## src/rtl/exception_unit.sv

```systemverilog
// Commit-stage exception arbiter feeding the CP0 exception-update port and the fetch redirect.
// Optional trap support (exc_vec[11] -> Tr) is compiled in with EXCEPTION_TRAP_EN.
module exception_unit #(
    parameter logic [31:0] EXC_VECTOR    = 32'hBFC00380,
    parameter logic [31:0] REFILL_VECTOR = 32'hBFC00200
) (
    input  logic        clk,
    input  logic        rst_n,
    input  logic        commit_valid,
    input  logic [31:0] commit_pc,
    input  logic        commit_bd,
    input  logic [31:0] commit_mem_addr,
    input  logic [11:0] exc_vec,
    input  logic        tlb_refill,
    input  logic        eret,
    input  logic        allow_interrupt,
    input  logic [7:0]  interrupt_flag,
    input  logic [31:0] epc_address,
    input  logic        cp0_cause_bd,
    input  logic [4:0]  cp0_cause_exccode,
    output logic        exp_en,
    output logic        exp_badvaddr_en,
    output logic        exp_bd,
    output logic        exl_clean,
    output logic [4:0]  exp_code,
    output logic [31:0] exp_epc,
    output logic [31:0] exp_badvaddr,
    output logic        flush,
    output logic        redirect_valid,
    output logic [31:0] redirect_pc,
    input  logic        redirect_ready,
    output logic        busy
);

    typedef enum logic {IDLE, REDIRECT} state_t;

    state_t      r_state, w_state_nxt;
    logic        r_exp_en, r_bad_en, r_bd, r_exl_clean, r_flush, r_rvalid, r_busy;
    logic [4:0]  r_code;
    logic [31:0] r_epc, r_badvaddr, r_rpc;

    logic        w_exp_en_nxt, w_bad_en_nxt, w_bd_nxt, w_exl_clean_nxt, w_flush_nxt, w_rvalid_nxt;
    logic [4:0]  w_code_nxt;
    logic [31:0] w_epc_nxt, w_badvaddr_nxt, w_rpc_nxt;

    logic        w_int, w_tr, w_hit, w_eret, w_tlb, w_bad_en;
    logic [4:0]  w_code;
    logic [31:0] w_bad;

    assign w_int = allow_interrupt && (|interrupt_flag);

`ifdef EXCEPTION_TRAP_EN
    assign w_tr = exc_vec[11];
`else
    logic w_unused_tr;
    assign w_unused_tr = exc_vec[11];
    assign w_tr        = 1'b0;
`endif

    // Priority select: only the highest pending event is recorded
    always_comb begin
        w_hit    = 1'b1;
        w_eret   = 1'b0;
        w_tlb    = 1'b0;
        w_bad_en = 1'b0;
        w_bad    = commit_mem_addr;
        w_code   = 5'd0;
        if (w_int)            begin w_code = 5'd0; end
        else if (exc_vec[0])  begin w_code = 5'd4;  w_bad_en = 1'b1; w_bad = commit_pc; end
        else if (exc_vec[1])  begin w_code = 5'd2;  w_bad_en = 1'b1; w_bad = commit_pc; w_tlb = 1'b1; end
        else if (exc_vec[2])  begin w_code = 5'd10; end
        else if (exc_vec[3])  begin w_code = 5'd8;  end
        else if (exc_vec[4])  begin w_code = 5'd9;  end
        else if (w_tr)        begin w_code = 5'd13; end
        else if (exc_vec[5])  begin w_code = 5'd12; end
        else if (exc_vec[6])  begin w_code = 5'd4;  w_bad_en = 1'b1; end
        else if (exc_vec[7])  begin w_code = 5'd5;  w_bad_en = 1'b1; end
        else if (exc_vec[8])  begin w_code = 5'd2;  w_bad_en = 1'b1; w_tlb = 1'b1; end
        else if (exc_vec[9])  begin w_code = 5'd3;  w_bad_en = 1'b1; w_tlb = 1'b1; end
        else if (exc_vec[10]) begin w_code = 5'd1;  w_bad_en = 1'b1; w_tlb = 1'b1; end
        else if (eret)        begin w_eret = 1'b1; end
        else                  begin w_hit  = 1'b0; end
    end

    // Next state and next registered outputs; record pulses last one cycle, data fields hold
    always_comb begin
        w_state_nxt     = r_state;
        w_exp_en_nxt    = 1'b0;
        w_flush_nxt     = 1'b0;
        w_bad_en_nxt    = 1'b0;
        w_exl_clean_nxt = 1'b0;
        w_bd_nxt        = r_bd;
        w_code_nxt      = r_code;
        w_epc_nxt       = r_epc;
        w_badvaddr_nxt  = r_badvaddr;
        w_rvalid_nxt    = r_rvalid;
        w_rpc_nxt       = r_rpc;
        case (r_state)
            IDLE: begin
                if (commit_valid && w_hit) begin
                    w_state_nxt  = REDIRECT;
                    w_exp_en_nxt = 1'b1;
                    w_flush_nxt  = 1'b1;
                    w_rvalid_nxt = 1'b1;
                    if (w_eret) begin
                        w_exl_clean_nxt = 1'b1;
                        w_epc_nxt       = epc_address;
                        w_bd_nxt        = cp0_cause_bd;
                        w_code_nxt      = cp0_cause_exccode;
                        w_rpc_nxt       = epc_address;
                    end else begin
                        w_epc_nxt    = commit_bd ? (commit_pc - 32'd4) : commit_pc;
                        w_bd_nxt     = commit_bd;
                        w_code_nxt   = w_code;
                        w_bad_en_nxt = w_bad_en;
                        if (w_bad_en) w_badvaddr_nxt = w_bad;
                        w_rpc_nxt    = (w_tlb && tlb_refill) ? REFILL_VECTOR : EXC_VECTOR;
                    end
                end
            end
            REDIRECT: begin
                if (redirect_ready) begin
                    w_state_nxt  = IDLE;
                    w_rvalid_nxt = 1'b0;
                end
            end
            default: w_state_nxt = IDLE;
        endcase
    end

    always_ff @(posedge clk or negedge rst_n) begin
        if (!rst_n) begin
            r_state     <= IDLE;
            r_exp_en    <= 1'b0;
            r_flush     <= 1'b0;
            r_bad_en    <= 1'b0;
            r_exl_clean <= 1'b0;
            r_bd        <= 1'b0;
            r_code      <= 5'd0;
            r_epc       <= 32'd0;
            r_badvaddr  <= 32'd0;
            r_rvalid    <= 1'b0;
            r_rpc       <= 32'd0;
            r_busy      <= 1'b0;
        end else begin
            r_state     <= w_state_nxt;
            r_exp_en    <= w_exp_en_nxt;
            r_flush     <= w_flush_nxt;
            r_bad_en    <= w_bad_en_nxt;
            r_exl_clean <= w_exl_clean_nxt;
            r_bd        <= w_bd_nxt;
            r_code      <= w_code_nxt;
            r_epc       <= w_epc_nxt;
            r_badvaddr  <= w_badvaddr_nxt;
            r_rvalid    <= w_rvalid_nxt;
            r_rpc       <= w_rpc_nxt;
            r_busy      <= (w_state_nxt != IDLE);
        end
    end

    assign exp_en          = r_exp_en;
    assign flush           = r_flush;
    assign exp_badvaddr_en = r_bad_en;
    assign exl_clean       = r_exl_clean;
    assign exp_bd          = r_bd;
    assign exp_code        = r_code;
    assign exp_epc         = r_epc;
    assign exp_badvaddr    = r_badvaddr;
    assign redirect_valid  = r_rvalid;
    assign redirect_pc     = r_rpc;
    assign busy            = r_busy;

endmodule

```

## config.mk

```make
export PLATFORM = sky130hd
export DESIGN_NAME = exception_unit
export DESIGN_NICKNAME = d
export VERILOG_FILES = /design/src/rtl/exception_unit.sv
export SDC_FILE = /design/constraint.sdc
export NUM_CORES = 1
export LEC_CHECK = 0
export ABC_CLOCK_PERIOD_IN_PS = 1800
export BUFFER_PORTS_ARGS = -buffer_cell sky130_fd_sc_hd__buf_2
export CAP_MARGIN = 25
export CORE_UTILIZATION = 41
export CTS_CLUSTER_DIAMETER = 80
export DETAILED_ROUTE_END_ITERATION = 16
export HOLD_SLACK_MARGIN = 0.02
export PLACE_DENSITY = 0.8
export SYNTH_ARGS = -nofsm -noshare
export SYNTH_HDL_FRONTEND = slang
export SYNTH_SLANG_ARGS = --single-unit
```

## constraint.sdc

```tcl
create_clock -name clk -period 1.8 [get_ports clk]
set_input_delay 0.18 -clock clk [delete_from_list [all_inputs] [get_ports clk]]
set_output_delay 0.18 -clock clk [all_outputs]
set_load 0.005 [all_outputs]
```

==> summary.txt, run 1 <==
Detailed routing
  • Average wire per cell in the routed design: 16.7 µm
  • Residual DRC count: 0
  • Router iterations before antenna repair: 4
  • Total Wirelength: 16600 µm
  • Residual antenna-violating net count after detailed routing: 0
  • Number of DRC markers after the initial detailed-route iteration: 286
  • Via count: 5218
  • Vias per inst: 5.25

Power
  • Internal cell power: 0.00469 W
  • Total power of the final layout: 0.00663 W
  • Proportion of power drawn by flip-flops and latches: 0.463
  • Leak: 3.76 nW
  • Share of power burned in combinational logic: 0.244
  • Switching portion of total power: 0.292
  • Worst vdd rail ir drop: 463 µV
  • Pwr dens: 880 nW/µm²
  • Clock share of power: 0.294
  • Switching Power: 0.00194 W

Layout
  • Final non-filler cell area: 7530 µm²
  • Final standard cell count with taps included and fillers excluded: 993
  • Post-synthesis to final-layout area growth: 44.4%
  • # nets final: 952
  • Fraction of final layout cells sized beyond drive strength 1: 0.413
  • Fill cell instance count of the final layout: 1096

Setup path
  • Kind of launch point of the worst setup path: input port
  • Required time of the critical path: 2060 ps
  • Endpoint type of the worst setup path: register
  • Arrival @ worst endpoint: 1980 ps
  • Crit-path max FO: 12
  • Class of the most critical setup path: input port to register

Placement
  • Post-detailed-placement cell area: 7170 µm²
  • Placed instance count: 974
  • Post-detailed-placement half-perimeter wirelength: 12900 µm
  • Buffers on Ports: 236
  • Final GP Congestion: 0.883

Floorplan
  • Die height: 115 µm
  • Die Area: 13200 µm²
  • Count of boundary I/O pins: 238
  • Row cnt: 40
  • Effective utilization at floorplan: 0.427
  • Core Footprint: 12200 µm²
  • Die Width: 115 µm

Yosys
  • Commonest register cell after synthesis: sky130_fd_sc_hd__dfrtp_1
  • Number of enable-type register cells in the synthesized netlist: 0
  • Yosys warning total: 0
  • Count of different cell masters after synthesis: 50
  • Summed instance area of the synthesized netlist: 5220 µm²
  • Synthesized net count: 662
  • Proportion of register bits with asynchronous set or reset after synthesis: 1.00
  • Cell count after synthesis: 531
  • Post-synthesis sequential area ratio: 0.513
  • Post-synthesis area per instance: 9.83 µm²
  • Post-synthesis sequential element count: 107

STA
  • Actual transition at the worst max-transition pin: 438 ps
  • Number of pins with negative max-slew slack in the final report: 0
  • Total negative setup slack: 0 ps
  • Unrepaired setup endpoints after global routing: false
  • Worst rel slew slack: 0.708
  • Final Hold Slack: 49.7 ps
  • Clock period minus final worst setup slack: 1730 ps
  • Hold violation count in the final report: 0
  • Final setup fails: 0
  • Share of the clock period used by the worst path: 0.959
  • Maximum clock rate: 0.579 GHz
  • Final setup skew: 10.3 ps

Hold path
  • Classification of the worst-slack hold path: input port to register

GRT
  • Vias in the first global route: 4910
  • Global-route wire length before repair: 25600 µm
  • Global routing usage summed across all routing layers: 0.254
  • Initial antenna violation count: 1
  • Maximum number of pins on one net before global-route repair: 66
  • Remaining global-route overflow: 0

Clock network
  • Buffer depth of the longest clock path: 2
  • Worst-skew pair later-pin latency: 340 ps
  • H-tree Lvls: 3
  • Clock slew at reported path FFs: 70 ps
  • CTS tree: built
  • TritonCTS Buffers: 9
  • Clock sink count: 107
  • CTS Root Cell: sky130_fd_sc_hd__clkbuf_16

Outcome
  • Status: complete, no violations

Flow run
  • Max Cap Viol: 0
## per-layer routing
layer	part of all wire	routed length (µm)	GRT usage
met4	0.018	299	0.0857
met5	0	0	0
met3	0.070	1160	0.0506
met2	0.46	7670	0.402
met1	0.45	7490	0.351
## cells by family after synthesis
family / Yosys count / synth area share
xor gates and xnor gates: 24 / 0.0403
adders and majority gates: 1 / 0.00240
and+or+nand+nor: 182 / 0.169
AOI/OAI and AO/OA: 143 / 0.177
DFF: 107 / 0.513
buffers and inverters: 40 / 0.0329
muxes: 34 / 0.0652
## worst paths after layout
check / slack, ps / end / depth (start not counted) / startpoint
setup / recovery: 70 / exp_epc[30]$_DFFE_PN0P_ / 10 / interrupt_flag[1]
hold / removal: 50 / exp_code[1]$_DFFE_PN0P_ / 3 / cp0_cause_exccode[1]
setup reg to reg: 120 / exp_epc[4]$_DFFE_PN0P_ / 6 / busy$_DFF_PN0_
hold reg to reg: 480 / redirect_pc[29]$_DFFE_PN0P_ / 2 / redirect_pc[29]$_DFFE_PN0P_
max in group asynchronous: 810 / redirect_pc[13]$_DFFE_PN0P_ / 3 / rst_n
min in group asynchronous: 300 / exp_badvaddr_en$_DFF_PN0_ / 2 / rst_n
## synth_stat cells, types with 2 or more instances
| library cell | instances | share of area |
|---|---|---|
| sky130_fd_sc_hd__xor2_1 | 3 | 0.0050 |
| sky130_fd_sc_hd__nand4b_1 | 4 | 0.0067 |
| sky130_fd_sc_hd__a31oi_1 | 3 | 0.0036 |
| sky130_fd_sc_hd__nor2_1 | 30 | 0.022 |
| sky130_fd_sc_hd__a221o_1 | 4 | 0.0077 |
| sky130_fd_sc_hd__clkbuf_1 | 22 | 0.016 |
| sky130_fd_sc_hd__inv_1 | 6 | 0.0043 |
| sky130_fd_sc_hd__nand2_1 | 83 | 0.060 |
| sky130_fd_sc_hd__nor4_1 | 11 | 0.013 |
| sky130_fd_sc_hd__mux2i_1 | 34 | 0.065 |
| sky130_fd_sc_hd__a22oi_1 | 3 | 0.0043 |
| sky130_fd_sc_hd__a21oi_1 | 10 | 0.0096 |
| sky130_fd_sc_hd__nand4_1 | 6 | 0.0072 |
| sky130_fd_sc_hd__buf_2 | 8 | 0.0077 |
| sky130_fd_sc_hd__nor3_1 | 17 | 0.016 |
| sky130_fd_sc_hd__a22o_1 | 23 | 0.039 |
| sky130_fd_sc_hd__o31ai_1 | 2 | 0.0029 |
| sky130_fd_sc_hd__buf_4 | 3 | 0.0043 |
| sky130_fd_sc_hd__a211oi_1 | 5 | 0.0072 |
| sky130_fd_sc_hd__a21o_1 | 3 | 0.0043 |
| sky130_fd_sc_hd__o211ai_1 | 7 | 0.010 |
| sky130_fd_sc_hd__dfrtp_1 | 107 | 0.51 |
| sky130_fd_sc_hd__or4_1 | 5 | 0.0072 |
| sky130_fd_sc_hd__nand3_1 | 9 | 0.0086 |
| sky130_fd_sc_hd__xnor2_1 | 21 | 0.035 |
| sky130_fd_sc_hd__or3_1 | 5 | 0.0060 |
| sky130_fd_sc_hd__o21ai_0 | 66 | 0.063 |
| sky130_fd_sc_hd__o31a_1 | 2 | 0.0034 |
| sky130_fd_sc_hd__o21a_1 | 3 | 0.0043 |
| sky130_fd_sc_hd__o21ai_1 | 6 | 0.0058 |
## layout make-up
cell class | count | area [µm²] | share of cell area
Antenna cell | 1 | 2.50 | 0.000332
Inverter | 7 | 28.8 | 0.00382
Multi-Input combinational cell | 384 | 2420 | 0.322
Sequential cell | 107 | 2680 | 0.355
Clock buffer | 10 | 229 | 0.0304
Tap cell | 168 | 210 | 0.0279
Clock inverter | 4 | 51.3 | 0.00681
Timing Repair Buffer | 312 | 1910 | 0.253
## stage by stage
step | util | setup WS (ps)
floorplan | - | -99.6
global placement | 0.587 | -257
detailed placement | 0.587 | -342
CTS | 0.612 | 4.24
global route | 0.617 | 0.0582
finish | 0.617 | 74.2
## sequential cells by signal (all words and copies together) (netlist names)
| name | count |
|---|---|
| busy | 1 |
| exl_clean | 1 |
| exp_badvaddr | 32 |
| exp_badvaddr_en | 1 |
| exp_bd | 1 |
| exp_code | 5 |
| exp_epc | 32 |
| flush | 1 |
| redirect_pc | 32 |
| redirect_valid | 1 |
## critical path: stages
cell and delay [ps]:
sky130_fd_sc_hd__buf_2 100, sky130_fd_sc_hd__or4_4 540, sky130_fd_sc_hd__o21a_4 250, sky130_fd_sc_hd__buf_4 170
sky130_fd_sc_hd__buf_4 150, sky130_fd_sc_hd__nor3_4 170, sky130_fd_sc_hd__buf_6 150, sky130_fd_sc_hd__buf_12 140
sky130_fd_sc_hd__a22oi_1 60, sky130_fd_sc_hd__o21ai_0 80
## power groups by stage
stage	Sequential (W)	Clock [W]	Combinational, W
floorplan	0.00312	0	0.000594
global placement	0.00310	0	0.00157
detailed placement	0.00310	0	0.00162
CTS	0.00307	0.00199	0.00162
global route	0.00312	0.00208	0.00179
finish	0.00306	0.00195	0.00162
## repair_timing
| item | 4_1_cts | 5_1_grt |
|---|---|---|
| resized for setup | 0 | 7 |
| endpoints found under the setup margin | 0 | 7 |
| hold buffers | 2 | 0 |
| buffers inserted | 0 | 1 |
| endpoints found under the hold margin | 25 | 0 |
## cells in the final DEF (no fill, tap or decap), types with 7 or more instances in the layout
cell and instances:
sky130_fd_sc_hd__buf_2 235, sky130_fd_sc_hd__dfrtp_1 107, sky130_fd_sc_hd__nand2_1 83, sky130_fd_sc_hd__o21ai_0 65, sky130_fd_sc_hd__buf_4 62, sky130_fd_sc_hd__mux2i_1 34, sky130_fd_sc_hd__nor2_1 29, sky130_fd_sc_hd__a22o_1 23
sky130_fd_sc_hd__xnor2_1 21, sky130_fd_sc_hd__nor3_1 17, sky130_fd_sc_hd__a21oi_1 10, sky130_fd_sc_hd__nor4_1 10, sky130_fd_sc_hd__clkbuf_16 10, sky130_fd_sc_hd__buf_12 10, sky130_fd_sc_hd__nand3_1 7, sky130_fd_sc_hd__o211ai_1 7
No activity file was read; power rests on OpenSTA's default activity.
==> run 2, diff against run 1 <==
Settings changed: CTS_BUF_LIST from default to sky130_fd_sc_hd__clkbuf_2.
==> summary.txt, run 2 (synthesized netlist as in run 1, its figures left out) <==
Outcome
  • Status: complete, but fails checks
  • Violations in the final reports: setup timing

Layout
  • Fraction of final layout cells sized beyond drive strength 1: 0.380 (-0.0331)
  • Commonest cells after routing, fill and taps aside: 234 x sky130_fd_sc_hd__buf_2, 107 x sky130_fd_sc_hd__dfrtp_1, 104 x sky130_fd_sc_hd__dlygate4sd3_1
  • Final non-filler cell area: 8470 µm² (+12%)
  • Post-synthesis to final-layout area growth: 62.3%
  • Most common cell after layout, fill and taps aside: sky130_fd_sc_hd__buf_2
  • # nets final: 1058 (+11%)
  • # diodes: 0 (-1)

Clock network
  • CTS Root Cell: sky130_fd_sc_hd__clkbuf_2
  • TritonCTS Buffers: 9 (unchanged)
  • H-tree Lvls: 3 (unchanged)
  • Clock sink count: 107 (unchanged)
  • Worst-skew pair later-pin latency: 590 ps (+250 ps)
  • Clock slew at reported path FFs: 270 ps (+200 ps)
  • Buffer depth of the longest clock path: 2 (unchanged)
  • CTS tree: built

STA
  • Clock period minus final worst setup slack: 1870 ps (+147 ps)
  • Final setup skew: 37.5 ps (+27.2 ps)
  • Unrepaired setup endpoints after global routing: true
  • Share of the clock period used by the worst path: 1.04 (+0.0817)
  • Hold violation count in the final report: 0 (unchanged)
  • Number of pins with negative max-slew slack in the final report: 0 (unchanged)
  • Maximum clock rate: 0.534 GHz (-7.9%)
  • Setup slack after layout: -72.9 ps (-147 ps)
  • Final setup fails: 4 (+4)
  • Worst rel slew slack: 0.714 (+0.00672)
  • Total negative setup slack: -92.1 ps (-92.1 ps)
  • Actual transition at the worst max-transition pin: 424 ps (-13.3 ps)

Placement
  • Buffers on Ports: 236 (unchanged)
  • Final GP Congestion: 0.883 (unchanged)
  • Post-detailed-placement cell area: 7170 µm² (unchanged)
  • Post-detailed-placement half-perimeter wirelength: 12900 µm (unchanged)

Flow run
  • Max Cap Viol: 0 (unchanged)

Floorplan
  • Die Area: 13200 µm² (unchanged)
  • Die height: 115 µm (unchanged)
  • Count of boundary I/O pins: 238 (unchanged)
  • Row cnt: 40 (unchanged)
  • Core Footprint: 12200 µm² (unchanged)
  • Die Width: 115 µm (unchanged)
  • Effective utilization at floorplan: 0.427 (unchanged)

Setup path
  • Class of the most critical setup path: input port to register
  • Highest-delay cell along the critical path: sky130_fd_sc_hd__dlygate4sd3_1
  • Endpoint type of the worst setup path: register
  • Worst flop-to-flop path startpoint: busy$_DFF_PN0_
  • Kind of launch point of the worst setup path: input port
  • Crit-path max FO: 6 (-6)
  • Required time of the critical path: 2300 ps (+240 ps)
  • Cell family with most CP delay: buffers and inverters
  • Minimum setup slack among reg-to-reg paths: 110 ps (about the same)
  • Cell breakdown of the critical path: dlygate4sd3_1 > buf_2 > nor4_2 > buf_4 > nand4_1 > buf_6 > o41ai_1 > o211ai_1 > a22o_1
  • Count of buffering cells on the critical path with inverters included: 4 (-1)
  • Critical register-to-register path endpoint: exp_epc[4]$_DFFE_PN0P_
  • Length in cells of the worst reg-to-reg path: 6 (unchanged)
  • Arrival @ worst endpoint: 2380 ps (+400 ps)
  • Delay of the slowest cell on the worst path: 530 ps (about the same)

GRT
  • Vias in the first global route: 5884 (+20%)
  • Global-route wire length before repair: 30500 µm (+19%)
  • Remaining global-route overflow: 0 (unchanged)
  • Initial antenna violation count: 0 (-1)
  • Maximum number of pins on one net before global-route repair: 66 (unchanged)
  • Global routing usage summed across all routing layers: 0.304 (+0.0500)

Detailed routing
  • Residual antenna-violating net count after detailed routing: 0 (unchanged)
  • Highest routing layer actually used: met4
  • Total routed wire length on the met1 layer: 8050 µm (+7.5%)
  • Wire length on met3: 1350 µm (+17%)
  • Router iterations before antenna repair: 5 (+1)
  • Number of DRC markers after the initial detailed-route iteration: 493 (+72%)
  • Amount of wire on met2 after detailed routing: 10000 µm (+31%)
  • Average wire per cell in the routed design: 18.3 µm (+9.4%)
  • Total Wirelength: 20100 µm (+21%)
  • Vias per inst: 5.37 (+2.2%)
  • Residual DRC count: 0 (unchanged)
  • Via count: 5898 (+13%)

Hold path
  • Cells on Worst Hold Path: 5 (+2)
  • Hold endpoint: exp_epc[16]$_DFFE_PN0P_
  • Classification of the worst-slack hold path: input port to register
  • Worst hold path startpoint: commit_pc[16]

Power
  • Pwr dens: 716 nW/µm² (-19%)
  • Leak: 4.17 nW (+11%)
  • Worst vdd rail ir drop: 409 µV (-12%)
[run 2: changes by cell type in the layout (fill, tap and decap cells not counted), moves of 2 or more]
cell                            before  now
sky130_fd_sc_hd__nor3_4              1    3
sky130_fd_sc_hd__dlygate4sd3_1       2  104
sky130_fd_sc_hd__nor4_2              2    6
sky130_fd_sc_hd__nor4_1             10    5
sky130_fd_sc_hd__clkbuf_16          10    0
sky130_fd_sc_hd__buf_4              62   66
sky130_fd_sc_hd__clkbuf_2            0   10
sky130_fd_sc_hd__nor3_1             17   14
[run 2: worst max path at each step]
stage / to / startpoint / cells after the start / slack, ps
after floorplan: exp_epc[26]$_DFFE_PN0P_ / interrupt_flag[1] / 7 / -100
after global placement: exp_epc[18]$_DFFE_PN0P_ / interrupt_flag[1] / 9 / -260
after detailed placement: exp_epc[29]$_DFFE_PN0P_ / interrupt_flag[1] / 7 / -340
after CTS: exp_epc[30]$_DFFE_PN0P_ / commit_pc[26] / 7 / 3
after global routing: exp_epc[22]$_DFFE_PN0P_ / commit_pc[15] / 9 / -130
final: exp_epc[22]$_DFFE_PN0P_ / commit_pc[15] / 9 / -70
[run 2: per-stage QoR]
stage          utilization  setup slack (ps)  power [W]  hold slack [ps]  cells
2_1_floorplan            -             -99.6    0.00372             -116    531
3_3_place_gp         0.587              -257    0.00467              112    974
3_5_place_dp         0.587              -342    0.00472              113    974
4_1_cts              0.681              2.60    0.00600             24.0   1093
5_1_grt              0.693              -134    0.00639             30.9   1098
6_report             0.693             -72.9    0.00606             56.6   1098
[run 2: cell type report]
class | count | area, µm²
Fill cell | 960 | 3740
Tap cell | 168 | 210
Clock inverter | 4 | 51.3
Sequential cell | 107 | 2680
Timing Repair Buffer | 418 | 2960
Clock buffer | 10 | 50.0
Multi-Input combinational cell | 384 | 2490
Inverter | 7 | 26.3
[run 2: per-layer routing]
layer	global-route usage	up-vias
li1	-	2700
met1	0.376	2803
met2	0.528	328
met3	0.0580	67
met4	0.119	0
met5	0	-
[run 2: report_power, final]
group | leakage, nW | switching (W) | total, W | internal (W)
sequential | 1.33 | 0.000248 | 0.00307 | 0.00282
combinational | 2.78 | 0.000923 | 0.00187 | 0.000945
clock | 0.0643 | 0.000810 | 0.00112 | 0.000314
total | 4.17 | 0.00198 | 0.00606 | 0.00408
[run 2: timing repair]
item	CTS	global route
resized for setup	0	18
hold buffers	105	0
buffers inserted	0	5
hold endpoints to repair	211	0
setup endpoints to repair	0	8
[run 2: worst reg2reg max path, cell delays in order, from the launching register on]
cell                      delay (ps)
sky130_fd_sc_hd__dfrtp_1         480
sky130_fd_sc_hd__nor2b_1         130
sky130_fd_sc_hd__buf_4           190
sky130_fd_sc_hd__o31ai_4         110
sky130_fd_sc_hd__buf_4           190
sky130_fd_sc_hd__buf_4           180
sky130_fd_sc_hd__a221o_1         340
==> run 3, diff against run 2 <==
Settings changed: RECOVER_POWER from default to 25.
==> summary.txt, run 3 (synthesized netlist as in run 1, its figures left out) <==
Detailed routing
  • Router iterations before antenna repair: 6 (+1)
  • Number of DRC markers after the initial detailed-route iteration: 491 (-0.41%)
  • Residual DRC count: 0 (unchanged)
  • Residual antenna-violating net count after detailed routing: 0 (unchanged)
  • Total Wirelength: 20100 µm (about the same)
  • Vias per inst: 5.39 (+0.25%)
  • Via count: 5913 (+0.25%)
  • Average wire per cell in the routed design: 18.3 µm (about the same)

Floorplan
  • Core Footprint: 12200 µm² (unchanged)
  • Effective utilization at floorplan: 0.427 (unchanged)
  • Count of boundary I/O pins: 238 (unchanged)
  • Die height: 115 µm (unchanged)
  • Row cnt: 40 (unchanged)
  • Die Area: 13200 µm² (unchanged)
  • Die Width: 115 µm (unchanged)

Placement
  • Post-detailed-placement half-perimeter wirelength: 12900 µm (unchanged)
  • Final GP Congestion: 0.883 (unchanged)
  • DP Worst Slack: -342 ps (unchanged)
  • Buffers on Ports: 236 (unchanged)
  • Post-detailed-placement cell area: 7170 µm² (unchanged)

Layout
  • Multi-input gate area: 2490 µm² (unchanged)
  • Most common cell after layout, fill and taps aside: sky130_fd_sc_hd__buf_2
  • # diodes: 0 (unchanged)
  • Fraction of final layout cells sized beyond drive strength 1: 0.378 (-0.00108)
  • Commonest cells after routing, fill and taps aside: 234 x sky130_fd_sc_hd__buf_2, 107 x sky130_fd_sc_hd__dfrtp_1, 104 x sky130_fd_sc_hd__dlygate4sd3_1
  • Final non-filler cell area: 8450 µm² (-0.25%)
  • # nets final: 1058 (unchanged)
  • Sequential cell area: 2680 µm² (unchanged)
  • Post-synthesis to final-layout area growth: 61.9%
  • Fill cell instance count of the final layout: 962 (+0.21%)

Power
  • Pwr dens: 717 nW/µm² (+0.21%)
  • Worst vdd rail ir drop: 409 µV (about the same)
  • Switching portion of total power: 0.327 (+0.000642)
  • Clock share of power: 0.186 (about the same)
  • Proportion of power drawn by flip-flops and latches: 0.507 (about the same)
  • Share of power burned in combinational logic: 0.307 (about the same)
  • Internal cell power: 0.00408 W (-0.14%)
  • Switching Power: 0.00198 W (+0.15%)
  • Leak: 4.17 nW (-0.23%)

Setup path
  • Arrival @ worst endpoint: 2370 ps (about the same)
  • Delay of the slowest cell on the worst path: 530 ps (about the same)
  • Crit-path max FO: 6 (unchanged)
  • Count of buffering cells on the critical path with inverters included: 4 (unchanged)
  • Cell family with most CP delay: buffers and inverters
  • Cell breakdown of the critical path: dlygate4sd3_1 > buf_2 > nor4_2 > buf_4 > nand4_1 > buf_6 > o41ai_1 > o211ai_1 > a22o_1
  • Highest-delay cell along the critical path: sky130_fd_sc_hd__dlygate4sd3_1
  • Endpoint type of the worst setup path: register
  • Class of the most critical setup path: input port to register
  • Required time of the critical path: 2310 ps (about the same)
  • Kind of launch point of the worst setup path: input port

Clock network
  • Clock sink count: 107 (unchanged)
  • Worst-skew pair later-pin latency: 590 ps (about the same)
  • CTS Root Cell: sky130_fd_sc_hd__clkbuf_2
  • Clock slew at reported path FFs: 270 ps (about the same)
  • Buffer depth of the longest clock path: 2 (unchanged)
  • CTS tree: built
  • TritonCTS Buffers: 9 (unchanged)
  • H-tree Lvls: 3 (unchanged)

Outcome
  • Violations in the final reports: setup timing
  • Status: complete, but fails checks

STA
  • Final Hold Slack: 54.8 ps (-1.78 ps)
  • Unrepaired setup endpoints after global routing: true
  • Share of the clock period used by the worst path: 1.03 (-0.00706)
  • Worst rel slew slack: 0.0414 (-0.673)
  • Hold violation count in the final report: 0 (unchanged)
  • Actual transition at the worst max-transition pin: 1440 ps (+1010 ps)
  • Maximum clock rate: 0.538 GHz (+0.68%)
  • Number of pins with negative max-slew slack in the final report: 0 (unchanged)
  • Final setup skew: 33.9 ps (-3.64 ps)
  • Setup slack after layout: -60.2 ps (+12.7 ps)
  • Final setup fails: 4 (unchanged)
  • Clock period minus final worst setup slack: 1860 ps (-12.7 ps)

Flow run
  • Max Cap Viol: 0 (unchanged)

GRT
  • Global-route wire length before repair: 30500 µm (unchanged)
  • Global routing usage summed across all routing layers: 0.304 (unchanged)
  • Maximum number of pins on one net before global-route repair: 66 (unchanged)
  • Vias in the first global route: 5884 (unchanged)
  • Remaining global-route overflow: 0 (unchanged)
  • Initial antenna violation count: 0 (unchanged)

Hold path
  • Classification of the worst-slack hold path: input port to register
-- run 3: cell types whose count changed in the layout (fill, tap and decap cells not counted) --
cell and delta:
sky130_fd_sc_hd__buf_12 -1, sky130_fd_sc_hd__buf_4 -2, sky130_fd_sc_hd__clkbuf_1 +1, sky130_fd_sc_hd__clkbuf_2 +2
-- run 3: final timing paths --
path | startpoint | to | slack [ps] | cells after the start
max in group asynchronous | rst_n | exp_epc[9]$_DFFE_PN0P_ | 250 | 3
worst min-delay path | commit_pc[16] | exp_epc[16]$_DFFE_PN0P_ | 50 | 5
min in group asynchronous | rst_n | exp_badvaddr[12]$_DFFE_PN0P_ | 390 | 3
worst max register to register | busy$_DFF_PN0_ | exp_epc[4]$_DFFE_PN0P_ | 110 | 6
worst min register to register | redirect_pc[28]$_DFFE_PN0P_ | redirect_pc[28]$_DFFE_PN0P_ | 520 | 2
worst max-delay path | commit_pc[15] | exp_epc[22]$_DFFE_PN0P_ | -60 | 9
-- run 3: what timing repair did --
action	4_1_cts	5_1_grt
setup endpoints to repair	0	8
gates resized for setup	0	18
hold buffers	105	0
setup buffers	0	5
endpoints found under the hold margin	211	0
-- run 3: stage by stage --
stage	power, W	cells	TNS, ps	util
final	0.00606	1098	-120	0.692
after detailed placement	0.00472	974	-23160	0.587
after global placement	0.00467	974	-20310	0.587
after global routing	0.00638	1098	-404	0.692
after CTS	0.00600	1093	0	0.681
after floorplan	0.00372	531	-7090	-
-- run 3: per-layer routing --
layer | vias to the layer above | share of wire | GRT usage
met2 | 344 | 0.50 | 0.528
met5 | - | 0 | 0
met3 | 71 | 0.069 | 0.0580
met1 | 2799 | 0.40 | 0.376
li1 | 2699 | - | -
met4 | 0 | 0.033 | 0.119
-- run 3: worst min-delay path, delay by kind of cell --
family                    cells  cell delay (ps)
AOI/OAI and AO/OA             1               90
xor gates and xnor gates      1               70
buffers and inverters         2              220
and+or+nand+nor               1               70
-- run 3: final cells by class --
type,count,area share
flip-flops and latches,107,0.317
repair buffers,418,0.348
inverters,7,0.00311
well taps,168,0.0249
clock inverters,4,0.00607
clock buffers,10,0.00593
multi-input cells,384,0.295
-- run 3: power by group through the flow --
stage	combinational, W	sequential, W	clock, W
6_report	0.00186	0.00307	0.00113
5_1_grt	0.00203	0.00312	0.00123
4_1_cts	0.00180	0.00306	0.00114
3_5_place_dp	0.00162	0.00310	0
3_3_place_gp	0.00157	0.00310	0
2_1_floorplan	0.000594	0.00312	0
